--- config.mk ---
export PLATFORM = sky130hd
export DESIGN_NAME = uart_tx_flat
export DESIGN_NICKNAME = d
export VERILOG_FILES = /design/src/rtl/uart_pkg.sv /design/src/rtl/uart_tx_if.sv /design/src/rtl/uart_tx_fifo.sv /design/src/rtl/uart_tx.sv /design/src/flat_wrapper.sv
export SDC_FILE = /design/constraint.sdc
export NUM_CORES = 1
export LEC_CHECK = 0
export CAP_MARGIN = 25
export CELL_PAD_IN_SITES_DETAIL_PLACEMENT = 2
export CELL_PAD_IN_SITES_GLOBAL_PLACEMENT = 2
export CORE_MARGIN = 1.5
export CORE_UTILIZATION = 40
export CTS_CLUSTER_SIZE = 24
export DETAILED_ROUTE_END_ITERATION = 10
export PLACE_DENSITY = 0.78
export REMOVE_ABC_BUFFERS = 1
export SLEW_MARGIN = 20
export SYNTH_ARGS = -nofsm -noshare
export SYNTH_HDL_FRONTEND = slang
export SYNTH_SLANG_ARGS = --single-unit
--- constraint.sdc ---
create_clock -name clk -period 1.7 [get_ports clk]
set_input_delay 0.34 -clock clk [delete_from_list [all_inputs] [get_ports clk]]
set_output_delay 0.34 -clock clk [all_outputs]
set_load 0.01 [all_outputs]
--- src/rtl/uart_pkg.sv ---
// -----------------------------------------------------------------------------
// uart_pkg
//   Definitions shared by the uart_tx transmitter and the io_rx receiver:
//   the serial FSM state encoding, the payload width and the baud divider
//   helper.
// Optional feature macro used by the consumers of this package:
//   UART_TX_PARITY_EN  -- adds an even-parity bit after the data bits.
// -----------------------------------------------------------------------------
`timescale 1ns/1ps

package uart_pkg;

  localparam int UART_DATA_BITS = 8;

  typedef enum logic [2:0] {
    IDLE   = 3'd0,
    START  = 3'd1,
    DATA   = 3'd2,
    PARITY = 3'd3,
    STOP   = 3'd4
  } uart_tx_state_t;

  // Clock cycles per bit time, truncated (40 MHz / 115200 -> 347).
  function automatic int clks_per_bit(input int freq, input int baud);
    return freq / baud;
  endfunction

endpackage : uart_pkg

--- src/rtl/uart_tx_if.sv ---
// -----------------------------------------------------------------------------
// uart_tx_if
//   Byte push bus between the CPU and the UART transmitter FIFO.
//   tx_data  : byte to send
//   tx_valid : tx_data is valid this cycle
//   tx_ready : transmitter can accept a byte this cycle
//   A byte is transferred on every rising edge where tx_valid && tx_ready.
//   master : the CPU side (drives data/valid)
//   slave  : the transmitter side (drives ready)
// -----------------------------------------------------------------------------
`timescale 1ns/1ps

interface uart_tx_if;
  import uart_pkg::*;

  logic [UART_DATA_BITS-1:0] tx_data;
  logic                      tx_valid;
  logic                      tx_ready;

  modport master (
    output tx_data,
    output tx_valid,
    input  tx_ready
  );

  modport slave (
    input  tx_data,
    input  tx_valid,
    output tx_ready
  );

endinterface : uart_tx_if

--- src/rtl/uart_tx_fifo.sv ---
// -----------------------------------------------------------------------------
// uart_tx_fifo
//   Synchronous FIFO with a show-ahead head: dout always presents the oldest
//   entry while empty is low, and pop simply advances past it.
// Parameters:
//   WIDTH : entry width in bits
//   DEPTH : number of entries, power of two and >= 2
// Ports:
//   clk, reset_n : clock and asynchronous active-low reset (empties the FIFO)
//   push, din    : write din when push is high and the FIFO is not full
//   pop          : drop the head entry when pop is high and not empty
//   dout         : head entry (valid while empty is low)
//   full, empty  : occupancy flags
// -----------------------------------------------------------------------------
`timescale 1ns/1ps

module uart_tx_fifo #(
  parameter int WIDTH = 8,
  parameter int DEPTH = 4
) (
  input  logic             clk,
  input  logic             reset_n,
  input  logic             push,
  input  logic             pop,
  input  logic [WIDTH-1:0] din,
  output logic [WIDTH-1:0] dout,
  output logic             full,
  output logic             empty
);

  localparam int AW = $clog2(DEPTH);

  // One extra pointer bit separates "full" from "empty" when the index bits
  // are equal; the pointers then wrap naturally with no modulo logic.
  logic [AW:0]      wr_ptr;
  logic [AW:0]      rd_ptr;
  logic [WIDTH-1:0] mem [DEPTH];

  logic do_push;
  logic do_pop;

  assign empty = (wr_ptr == rd_ptr);
  assign full  = (wr_ptr[AW] != rd_ptr[AW]) &&
                 (wr_ptr[AW-1:0] == rd_ptr[AW-1:0]);

  // A push while full is dropped even if a pop happens in the same cycle.
  assign do_push = push && !full;
  assign do_pop  = pop && !empty;

  assign dout = mem[rd_ptr[AW-1:0]];

  // NOTE: sequential state uses non-blocking (<=) so every register samples
  // pre-edge values regardless of the order the blocks are evaluated in.
  always_ff @(posedge clk or negedge reset_n) begin
    if (!reset_n) begin
      wr_ptr <= '0;
      rd_ptr <= '0;
    end else begin
      if (do_push) wr_ptr <= wr_ptr + 1'b1;
      if (do_pop)  rd_ptr <= rd_ptr + 1'b1;
    end
  end

  // NOTE: the storage array is deliberately not reset; emptying the FIFO only
  // needs the pointers, and a reset-free array maps onto plain RAM/flops.
  always_ff @(posedge clk) begin
    if (do_push) mem[wr_ptr[AW-1:0]] <= din;
  end

endmodule : uart_tx_fifo

--- src/rtl/uart_tx.sv ---
// -----------------------------------------------------------------------------
// uart_tx
//   Byte-oriented UART transmitter. Bytes pushed over the uart_tx_if bus are
//   queued in a small FIFO and sent LSB first as 8N1/8N2 frames (8E1/8E2 with
//   parity) on io_tx. Back-to-back frames are sent with no idle gap.
// Parameters:
//   CLK_FREQ_HZ : system clock frequency
//   BAUD        : line rate; bit time = CLK_FREQ_HZ/BAUD cycles (truncated)
//   FIFO_DEPTH  : TX FIFO entries, power of two and >= 2
//   STOP_BITS   : 1 or 2
// Ports:
//   clk     : system clock, rising edge
//   reset_n : asynchronous active-low reset; aborts any frame, line high
//   bus     : uart_tx_if.slave (tx_data, tx_valid, tx_ready = !fifo_full)
//   io_tx   : serial line, idle high
//   tx_busy : registered; FIFO non-empty or a frame in progress
// Configuration macro:
//   UART_TX_PARITY_EN : insert an even-parity bit (^data) after the data bits.
// Timing: a byte accepted at edge N into an empty FIFO is popped at N+1 and
//   io_tx falls at N+2 (io_tx is a register fed by the FSM state).
// -----------------------------------------------------------------------------
`timescale 1ns/1ps

module uart_tx
  import uart_pkg::*;
#(
  parameter int CLK_FREQ_HZ = 40_000_000,
  parameter int BAUD        = 115200,
  parameter int FIFO_DEPTH  = 4,
  parameter int STOP_BITS   = 1
) (
  input  logic      clk,
  input  logic      reset_n,
  uart_tx_if.slave  bus,
  output logic      io_tx,
  output logic      tx_busy
);

  localparam int CPB = clks_per_bit(CLK_FREQ_HZ, BAUD);
  localparam int CW  = (CPB > 1) ? $clog2(CPB) : 1;

  localparam logic [CW-1:0] BAUD_LAST = CW'(CPB - 1);
  localparam logic [2:0]    DATA_LAST = 3'(UART_DATA_BITS - 1);
  localparam logic [2:0]    STOP_LAST = 3'(STOP_BITS - 1);

  localparam logic [2:0] S_IDLE   = 3'(IDLE);
  localparam logic [2:0] S_START  = 3'(START);
  localparam logic [2:0] S_DATA   = 3'(DATA);
  localparam logic [2:0] S_STOP   = 3'(STOP);
`ifdef UART_TX_PARITY_EN
  localparam logic [2:0] S_PARITY = 3'(PARITY);
`endif

  // ---------------------------------------------------------------------------
  // FIFO
  // ---------------------------------------------------------------------------
  logic                      fifo_push;
  logic                      fifo_pop;
  logic                      fifo_full;
  logic                      fifo_empty;
  logic [UART_DATA_BITS-1:0] fifo_dout;

  assign bus.tx_ready = !fifo_full;
  assign fifo_push    = bus.tx_valid && !fifo_full;

  uart_tx_fifo #(
    .WIDTH (UART_DATA_BITS),
    .DEPTH (FIFO_DEPTH)
  ) u_fifo (
    .clk     (clk),
    .reset_n (reset_n),
    .push    (fifo_push),
    .pop     (fifo_pop),
    .din     (bus.tx_data),
    .dout    (fifo_dout),
    .full    (fifo_full),
    .empty   (fifo_empty)
  );

  // ---------------------------------------------------------------------------
  // Serial FSM
  // ---------------------------------------------------------------------------
  logic [2:0]                state;
  logic [2:0]                state_next;
  logic [CW-1:0]             baud_cnt;
  logic [2:0]                bit_idx;
  logic [UART_DATA_BITS-1:0] shift;
  logic                      line;
  logic                      io_tx_q;
  logic                      busy_q;
  logic                      bit_done;
  logic                      stop_last;
`ifdef UART_TX_PARITY_EN
  logic                      parity_q;
`endif

  assign bit_done  = (baud_cnt == BAUD_LAST);
  // bit_idx doubles as the stop-bit counter while in STOP.
  assign stop_last = bit_done && (bit_idx == STOP_LAST);

  // NOTE: every output of this block gets a default first, so no path can
  // leave one unassigned and infer a latch.
  always_comb begin
    state_next = state;
    fifo_pop   = 1'b0;
    line       = 1'b1;
    case (state)
      S_IDLE: begin
        if (!fifo_empty) begin
          fifo_pop   = 1'b1;
          state_next = S_START;
        end
      end
      S_START: begin
        line = 1'b0;
        if (bit_done) state_next = S_DATA;
      end
      S_DATA: begin
        line = shift[0];
        if (bit_done && (bit_idx == DATA_LAST)) begin
`ifdef UART_TX_PARITY_EN
          state_next = S_PARITY;
`else
          state_next = S_STOP;
`endif
        end
      end
`ifdef UART_TX_PARITY_EN
      S_PARITY: begin
        line = parity_q;
        if (bit_done) state_next = S_STOP;
      end
`endif
      S_STOP: begin
        line = 1'b1;
        if (stop_last) begin
          // Chain straight into the next frame so there is no idle gap.
          if (!fifo_empty) begin
            fifo_pop   = 1'b1;
            state_next = S_START;
          end else begin
            state_next = S_IDLE;
          end
        end
      end
      default: state_next = S_IDLE;
    endcase
  end

  always_ff @(posedge clk or negedge reset_n) begin
    if (!reset_n) begin
      state    <= S_IDLE;
      baud_cnt <= '0;
      bit_idx  <= '0;
      shift    <= '0;
      io_tx_q  <= 1'b1;
      busy_q   <= 1'b0;
    end else begin
      state   <= state_next;
      io_tx_q <= line;
      busy_q  <= (state_next != S_IDLE) || !fifo_empty;

      // Every state change other than leaving IDLE coincides with bit_done,
      // so the counter restarts at 0 at the start of each bit time.
      if ((state == S_IDLE) || bit_done) baud_cnt <= '0;
      else                               baud_cnt <= baud_cnt + 1'b1;

      if (state_next != state) bit_idx <= '0;
      else if (bit_done)       bit_idx <= bit_idx + 1'b1;

      if (fifo_pop)
        shift <= fifo_dout;
      else if ((state == S_DATA) && bit_done)
        shift <= {1'b0, shift[UART_DATA_BITS-1:1]};
    end
  end

`ifdef UART_TX_PARITY_EN
  // Parity is latched with the byte because the shift register is consumed
  // while the data bits go out.
  always_ff @(posedge clk or negedge reset_n) begin
    if (!reset_n)      parity_q <= 1'b0;
    else if (fifo_pop) parity_q <= ^fifo_dout;
  end
`endif

  assign io_tx   = io_tx_q;
  assign tx_busy = busy_q;

endmodule : uart_tx

--- src/flat_wrapper.sv ---
// flat-port wrapper written by rule: the top's interface ports become plain ports
module uart_tx_flat import uart_pkg::*;
#(
  parameter int CLK_FREQ_HZ = 40_000_000,
  parameter int BAUD        = 115200,
  parameter int FIFO_DEPTH  = 4,
  parameter int STOP_BITS   = 1
)
  (clk, reset_n, io_tx, tx_busy, bus_tx_data, bus_tx_valid, bus_tx_ready);
  uart_tx_if bus_i ();
  input  logic clk;
  input  logic reset_n;
  output logic io_tx;
  output logic tx_busy;
  input wire logic [$bits(bus_i.tx_data)-1:0] bus_tx_data;
  input wire logic [$bits(bus_i.tx_valid)-1:0] bus_tx_valid;
  output wire logic [$bits(bus_i.tx_ready)-1:0] bus_tx_ready;
  assign bus_i.tx_data = bus_tx_data;
  assign bus_i.tx_valid = bus_tx_valid;
  assign bus_tx_ready = bus_i.tx_ready;
  uart_tx #(.CLK_FREQ_HZ(CLK_FREQ_HZ), .BAUD(BAUD), .FIFO_DEPTH(FIFO_DEPTH), .STOP_BITS(STOP_BITS)) u_core (.clk(clk), .reset_n(reset_n), .bus(bus_i), .io_tx(io_tx), .tx_busy(tx_busy));
endmodule
**Yosys cells after proc, flatten, opt, wreduce, memory -nomap -nowiden**

Memory sizes are Yosys's and may differ from the RTL's.
Index checks and enable logic that the tools add are counted.

- Register bits: 31
- Memory bits (writable): 32
- Logic and storage cells: 55
- Memories kept: 1

Memories:

| name | depth | bits a word | read ports | clocked after Yosys merged registers in | write ports | line | RTL |
|---|---|---|---|---|---|---|---|
| u_core.u_fifo.mem | 4 | 8 | 1 | 0 | 1 | uart_tx_fifo.sv:37 | `logic [WIDTH-1:0] mem [DEPTH];` |

- $add $sub $neg: 4
- Equality and inequality tests: 9
- Muxes and demuxes: 17
- Reduce and logical (&&, ||, !) cells: 16

Operators by type and width:

| operator | number |
|---|---|
| $mux 3 | 6 |
| $mux 8 | 2 |
| $pmux 3 s4 | 1 |
| $add 3x1->3 const B | 3 |
| $add 9x1->9 const B | 1 |
| $eq 9x9->1 const B | 1 |
| $mux 9 | 1 |
| $logic_and 1x1->1 | 7 |
| $eq 3x3->1 const B | 2 |
| $logic_not 3->1 | 2 |
| $mux 1 | 5 |
| $pmux 1 s2 | 2 |
| $reduce_bool 2->1 | 2 |
| $eq 3x1->1 const B | 1 |
| $eq 3x2->1 const B | 1 |
| $eq 3x3->1 | 1 |
| $ne 3x3->1 | 1 |
| $reduce_bool 3->1 | 1 |
| $eq 2x2->1 | 1 |
| $logic_not 1->1 | 2 |
| $logic_or 1x1->1 | 2 |
| $ne 1x1->1 | 1 |

**Logic depth before layout (Yosys ltp)**

- Depth after elaboration: 7
- Mapped depth: 7
- Mapped depth without buffers: 6

**By module**

A second synthesis with hierarchy kept.

- Cell total of the unflattened synthesis: 215
- Area total of the unflattened synthesis: 3019.1 um^2

Modules (own cells, without submodules):

| module | instances | cells each | area each (um^2) | sequential area each (um^2) |
|---|---|---|---|---|
| uart_tx_fifo | 1 | 90 | 1629.1 | 1111.1 |
| uart_tx | 1 | 125 | 1390.1 | 626.9 |

**Worst setup path after synthesis**

Ideal clock, no wire load.

- Kind: reg-to-reg
- From: register u_core.u_fifo.rd_ptr[1]
- To: memory u_core.u_fifo.mem[3][0] (enable)
- Setup time: 0.339 ns
- Arrival time: 1.436 ns
- Required time: 1.361 ns
- Setup slack: -0.075 ns
- Stages on the path, launching flop included: 5
- Buffers on the path: 1
- Path through: dfrtp_1 buf_4 xnor2_2 a31oi_1 and2_1

- Cells in the longest elaborated chain, start to end: 7

RTL lines:

| element | line | RTL |
|---|---|---|
| start, declared | uart_tx_fifo.sv:36 | `logic [AW:0] rd_ptr;` |
| start signal, assigned | uart_tx_fifo.sv:60 | `if (do_pop) rd_ptr <= rd_ptr + 1'b1;` |
| $eq 2x2->1 (*) | uart_tx_fifo.sv:44 | `(wr_ptr[AW-1:0] == rd_ptr[AW-1:0]);` |
| $logic_and 1x1->1 (*) | uart_tx_fifo.sv:43 | `assign full = (wr_ptr[AW] != rd_ptr[AW]) &&` |
| $logic_not 1->1 (*) | uart_tx_fifo.sv:47, uart_tx.sv:64 |  |
| $logic_and 1x1->1 | uart_tx.sv:64 | `assign fifo_push = bus.tx_valid && !fifo_full;` |
| $logic_and 1x1->1 (*) | uart_tx_fifo.sv:47 | `assign do_push = push && !full;` |
| $mux 1 (*) | uart_tx_fifo.sv:67 | `if (do_push) mem[wr_ptr[AW-1:0]] <= din;` |
| $mux 1 (implied by the code) (*) | uart_tx_fifo.sv:67 |  |
| end, declared | uart_tx_fifo.sv:37 |  |

Every way passes the cells marked *; elsewhere a longest branch is shown, timed or not.

**Worst setup path after layout**

- From: register u_core.u_fifo.rd_ptr[0]
- To: register u_core.shift[3]

- Cells in the longest elaborated chain, start to end: 5

RTL lines:

| element | line | RTL |
|---|---|---|
| $eq 3x3->1 | uart_tx_fifo.sv:42 | `assign empty = (wr_ptr == rd_ptr);` |
| $mux 1 | uart_tx.sv:109, uart_tx.sv:138 |  |
| $mux 1 | uart_tx.sv:136 | `if (stop_last) begin` |
| $pmux 1 s2 | uart_tx.sv:107 | `case (state)` |
| $mux 8 / $reduce_bool 2->1 (equally long branches) | -- |  |
| end signal, assigned | uart_tx.sv:172 | `shift <= fifo_dout;` |
| end signal, assigned | uart_tx.sv:174 | `shift <= {1'b0, shift[UART_DATA_BITS-1:1]};` |
| end, declared | uart_tx.sv:87 | `logic [UART_DATA_BITS-1:0] shift;` |

Several ways; a longest one is shown, not always the timed one.
A chain may end at the register's enable or synchronous reset.

==> impl_metrics.yaml <==
sta:
  setup_viol: 21
  final_hold_viol_count: 0
  worst_pin_slew_ns: 0.374
  grt_setup_unrepaired: "yes"
  fin_ws_ns: -0.0802
  fin_crit_sh_pct: 105
  fin_skew_ns: 0.00517
  fmax_mhz: 562
  drv_slew: 0
  relSlewSlack_pct: 74.9
  layout_min_cycle_time_ns: 1.78
route:
  wl_per_cell_um: 21.7
  drtIter0Drc: 66
  viasPerCell: 5.20
  routed_wl_um: 7860
  route.detailed.drc: 0
  ant_nets: 0
  dr.pass1.iters: 4
  dr_total_vias: 1886
synthesis:
  syn_area_per_cell_sq_um: 15.2
  synth_top_cells_by_area: "edfxtp_1, dfrtp_1, mux4_1, ha_1, mux2_4"
  synthFlopType: "edfxtp_1"
  yosysMostFrequentCell: "edfxtp_1"
  synth_edf_count: 32
  ys_seq_area_share_pct: 58.6
  async_reset_ff_share_pct: 49.2
  synth_cells: 195
  yosysWarnings: 0
  synthesis.area_sq_um: 2970
  yosysTopAreaCell: "edfxtp_1"
  synth_seq_cells: 63
  ys_top_cells_by_count: "edfxtp_1, dfrtp_1, ha_1"
  synth.distinct_cells: 48
  synth_top_cell_area_share_pct: 32.4
worst_setup_path:
  path_delay_family: "multiplexers"
  max_stage_delay_ns: 0.61
  crit_path_end_kind: "register"
  critPathKind: "register to register"
  cp_cell_sequence: "buf_4 -> buf_6 -> mux4_1 -> mux2_4"
  crit_slowest_cell: "mux4_1"
  crit_buf_inv: 2
  cp.arrival_ns: 2.02
  cp.required_ns: 1.94
  worstSetupStartpointType: "register"
  cp_max_fo: 8
cells_and_area:
  drive_gt1_share_pct: 45.8
  area_delta_synth_final_pct: 34.8
  final_area_sq_um: 4000
  finish.net_count: 280
  fin_cells: 363
  diodes: 0
clocking:
  root_buffer: "clkbuf_8"
  htree_levels: 3
  cts_hold_buf: 0
  cts_buffer_depth: 2
  cts_tree: "built"
  clkSinkCount: 63
  clk_pin_slew_ns: 0.08
  cts_buffers: 9
  insertion_delay_ns: 0.35
global_route:
  track_usage_pct: 21.2
  grt_pass1_vias: 2115
  gr-total-overflow: 0
  grt_pass1_wl_um: 11800
  antenna_found_initial: 0
  grt_max_degree: 32
place:
  place_congestion: 0.717
  io_buffer_count: 13
  place_area_sq_um: 3520
  hpwlAfterDp_um: 4830
  post-place-cells: 339
power_and_ir_drop:
  power_density_nw_per_um2: 1670
  total_power_mw: 6.66
  pwr-share-comb_pct: 40.9
  p_int_mw: 4.42
  p_clk_share_pct: 22.9
  switching_power_mw: 2.24
  p_leak_nw: 1.62
  power.share.switching_pct: 33.7
  pwr-share-seq_pct: 36.2
  ir_worst_vdd_mv: 0.847
die:
  die-height_um: 89.1
  io_pins: 14
  initial_core_util_pct: 41.1
  die_w_um: 89.1
  fp.coreArea_sq_um: 7210
  num_rows: 31
  dieArea_sq_um: 7940
outcome:
  violations: "setup timing"
  status: "complete, but fails checks"
run:
  cap_violations: 0
worst_hold_path:
  hold_path_class: "input port to asynchronous set/reset pin"
## per-layer routing
metal | wire length (um) | GRT usage [%] | vias to the layer above
met3 | 138 | 4.71 | 11
met5 | 0 | 0 | -
met1 | 3370 | 26.2 | 994
li1 | - | - | 862
met4 | 86 | 6.43 | 0
met2 | 4270 | 37.0 | 19
## power groups by stage
stage | sequential [mW] | combinational (mW) | clock (mW)
final | 2.41 | 2.73 | 1.52
after global routing | 2.45 | 2.92 | 1.62
after CTS | 2.37 | 2.51 | 1.56
after detailed placement | 2.36 | 2.12 | 0
after global placement | 2.32 | 2.00 | 0
after floorplan | 2.37 | 1.10 | 0
## final cells by class
type                       instances  area (sq um)
timing repair buffer              59           548
inverter                           7          26.3
clock buffer                       9           124
sequential                        63          1750
clock inverter                     7           103
fill                             671          3220
tap                               99           124
multi-input combinational        119          1330
## worst reg2reg max path: stages (launching register included)
cell and delay [ns]:
dfrtp_2 0.44, buf_4 0.17, buf_6 0.16, mux4_1 0.61, mux2_4 0.30
## cells in the final DEF (no fill, tap or decap), types with 2 or more instances in the layout
| cell type | count |
|---|---|
| a31o_2 | 2 |
| dfrtp_1 | 24 |
| nor3_1 | 3 |
| buf_6 | 9 |
| nor2_1 | 9 |
| inv_1 | 6 |
| dfrtp_2 | 6 |
| xnor2_4 | 2 |
| or3_1 | 4 |
| buf_12 | 2 |
| and2_4 | 4 |
| nand3_1 | 4 |
| and3_1 | 2 |
| nand2_1 | 5 |
| mux2_4 | 8 |
| nand2b_1 | 2 |
| buf_4 | 35 |
| mux2_2 | 6 |
| a21oi_1 | 8 |
| mux4_1 | 5 |
| clkdlybuf4s50_1 | 11 |
| nor3_2 | 3 |
| o21ai_0 | 5 |
| xnor2_1 | 3 |
| ha_1 | 9 |
| nand3_4 | 2 |
| xnor2_2 | 3 |
| mux4_2 | 3 |
| bufinv_16 | 2 |
| clkbuf_8 | 9 |
| edfxtp_1 | 32 |
| xor2_1 | 3 |
| inv_6 | 3 |
## metrics by stage
step	utilization [%]	setup TNS, ns	setup WS [ns]	hold slack (ns)
after floorplan	-	-5.70	-0.165	0.0444
final	55.4	-0.898	-0.0802	0.359
after global routing	55.4	-3.11	-0.142	0.362
after global placement	48.8	-5.39	-0.167	0.506
after CTS	54.0	-0.578	-0.0646	0.356
after detailed placement	48.8	-8.45	-0.247	0.512
## path summary, 6_finish.rpt
| kind | startpoint | end | slack (ns) | cells past startpoint |
|---|---|---|---|---|
| min in group clk | u_core.shift[0] | u_core.shift[0] | 0.56 | 1 |
| hold reg to reg | u_core.shift[0] | u_core.shift[0] | 0.56 | 1 |
| setup / recovery | u_core.u_fifo.rd_ptr[0] | u_core.shift[3] | -0.08 | 4 |
| max in group asynchronous | reset_n | u_core.io_tx | 1.09 | 2 |
| hold / removal | reset_n | u_core.bit_idx[0] | 0.36 | 2 |
| setup reg to reg | u_core.u_fifo.rd_ptr[0] | u_core.shift[3] | -0.08 | 4 |
## flip-flops by register name, summed over array words and instances (netlist names)
register and count:
u_core.bit_idx 3, u_core.u_fifo.mem 32, u_core.state 3, u_core.u_fifo.rd_ptr 3, u_core.shift 8, u_core.u_fifo.wr_ptr 3, u_core.tx_busy 1, u_core.baud_cnt 9
u_core.io_tx 1
## cells by family after synthesis
family | after synthesis | synth area share, %
XOR/XNOR | 13 | 4.72
flip-flops | 63 | 58.6
AO/OA/AOI/OAI | 24 | 6.50
AND/OR/NAND/NOR | 49 | 9.91
adder cells (fa/ha/maj) | 10 | 4.22
multiplexers | 23 | 13.5
buffers and inverters | 13 | 2.57
## what timing repair did
item / CTS / global route
pin swaps: 7 / 12
resized for setup: 35 / 20
setup buffers: 7 / 3
cloned: 0 / 1
endpoints found under the setup margin: 48 / 49
Note: power is estimated with default switching activity, not from simulation.
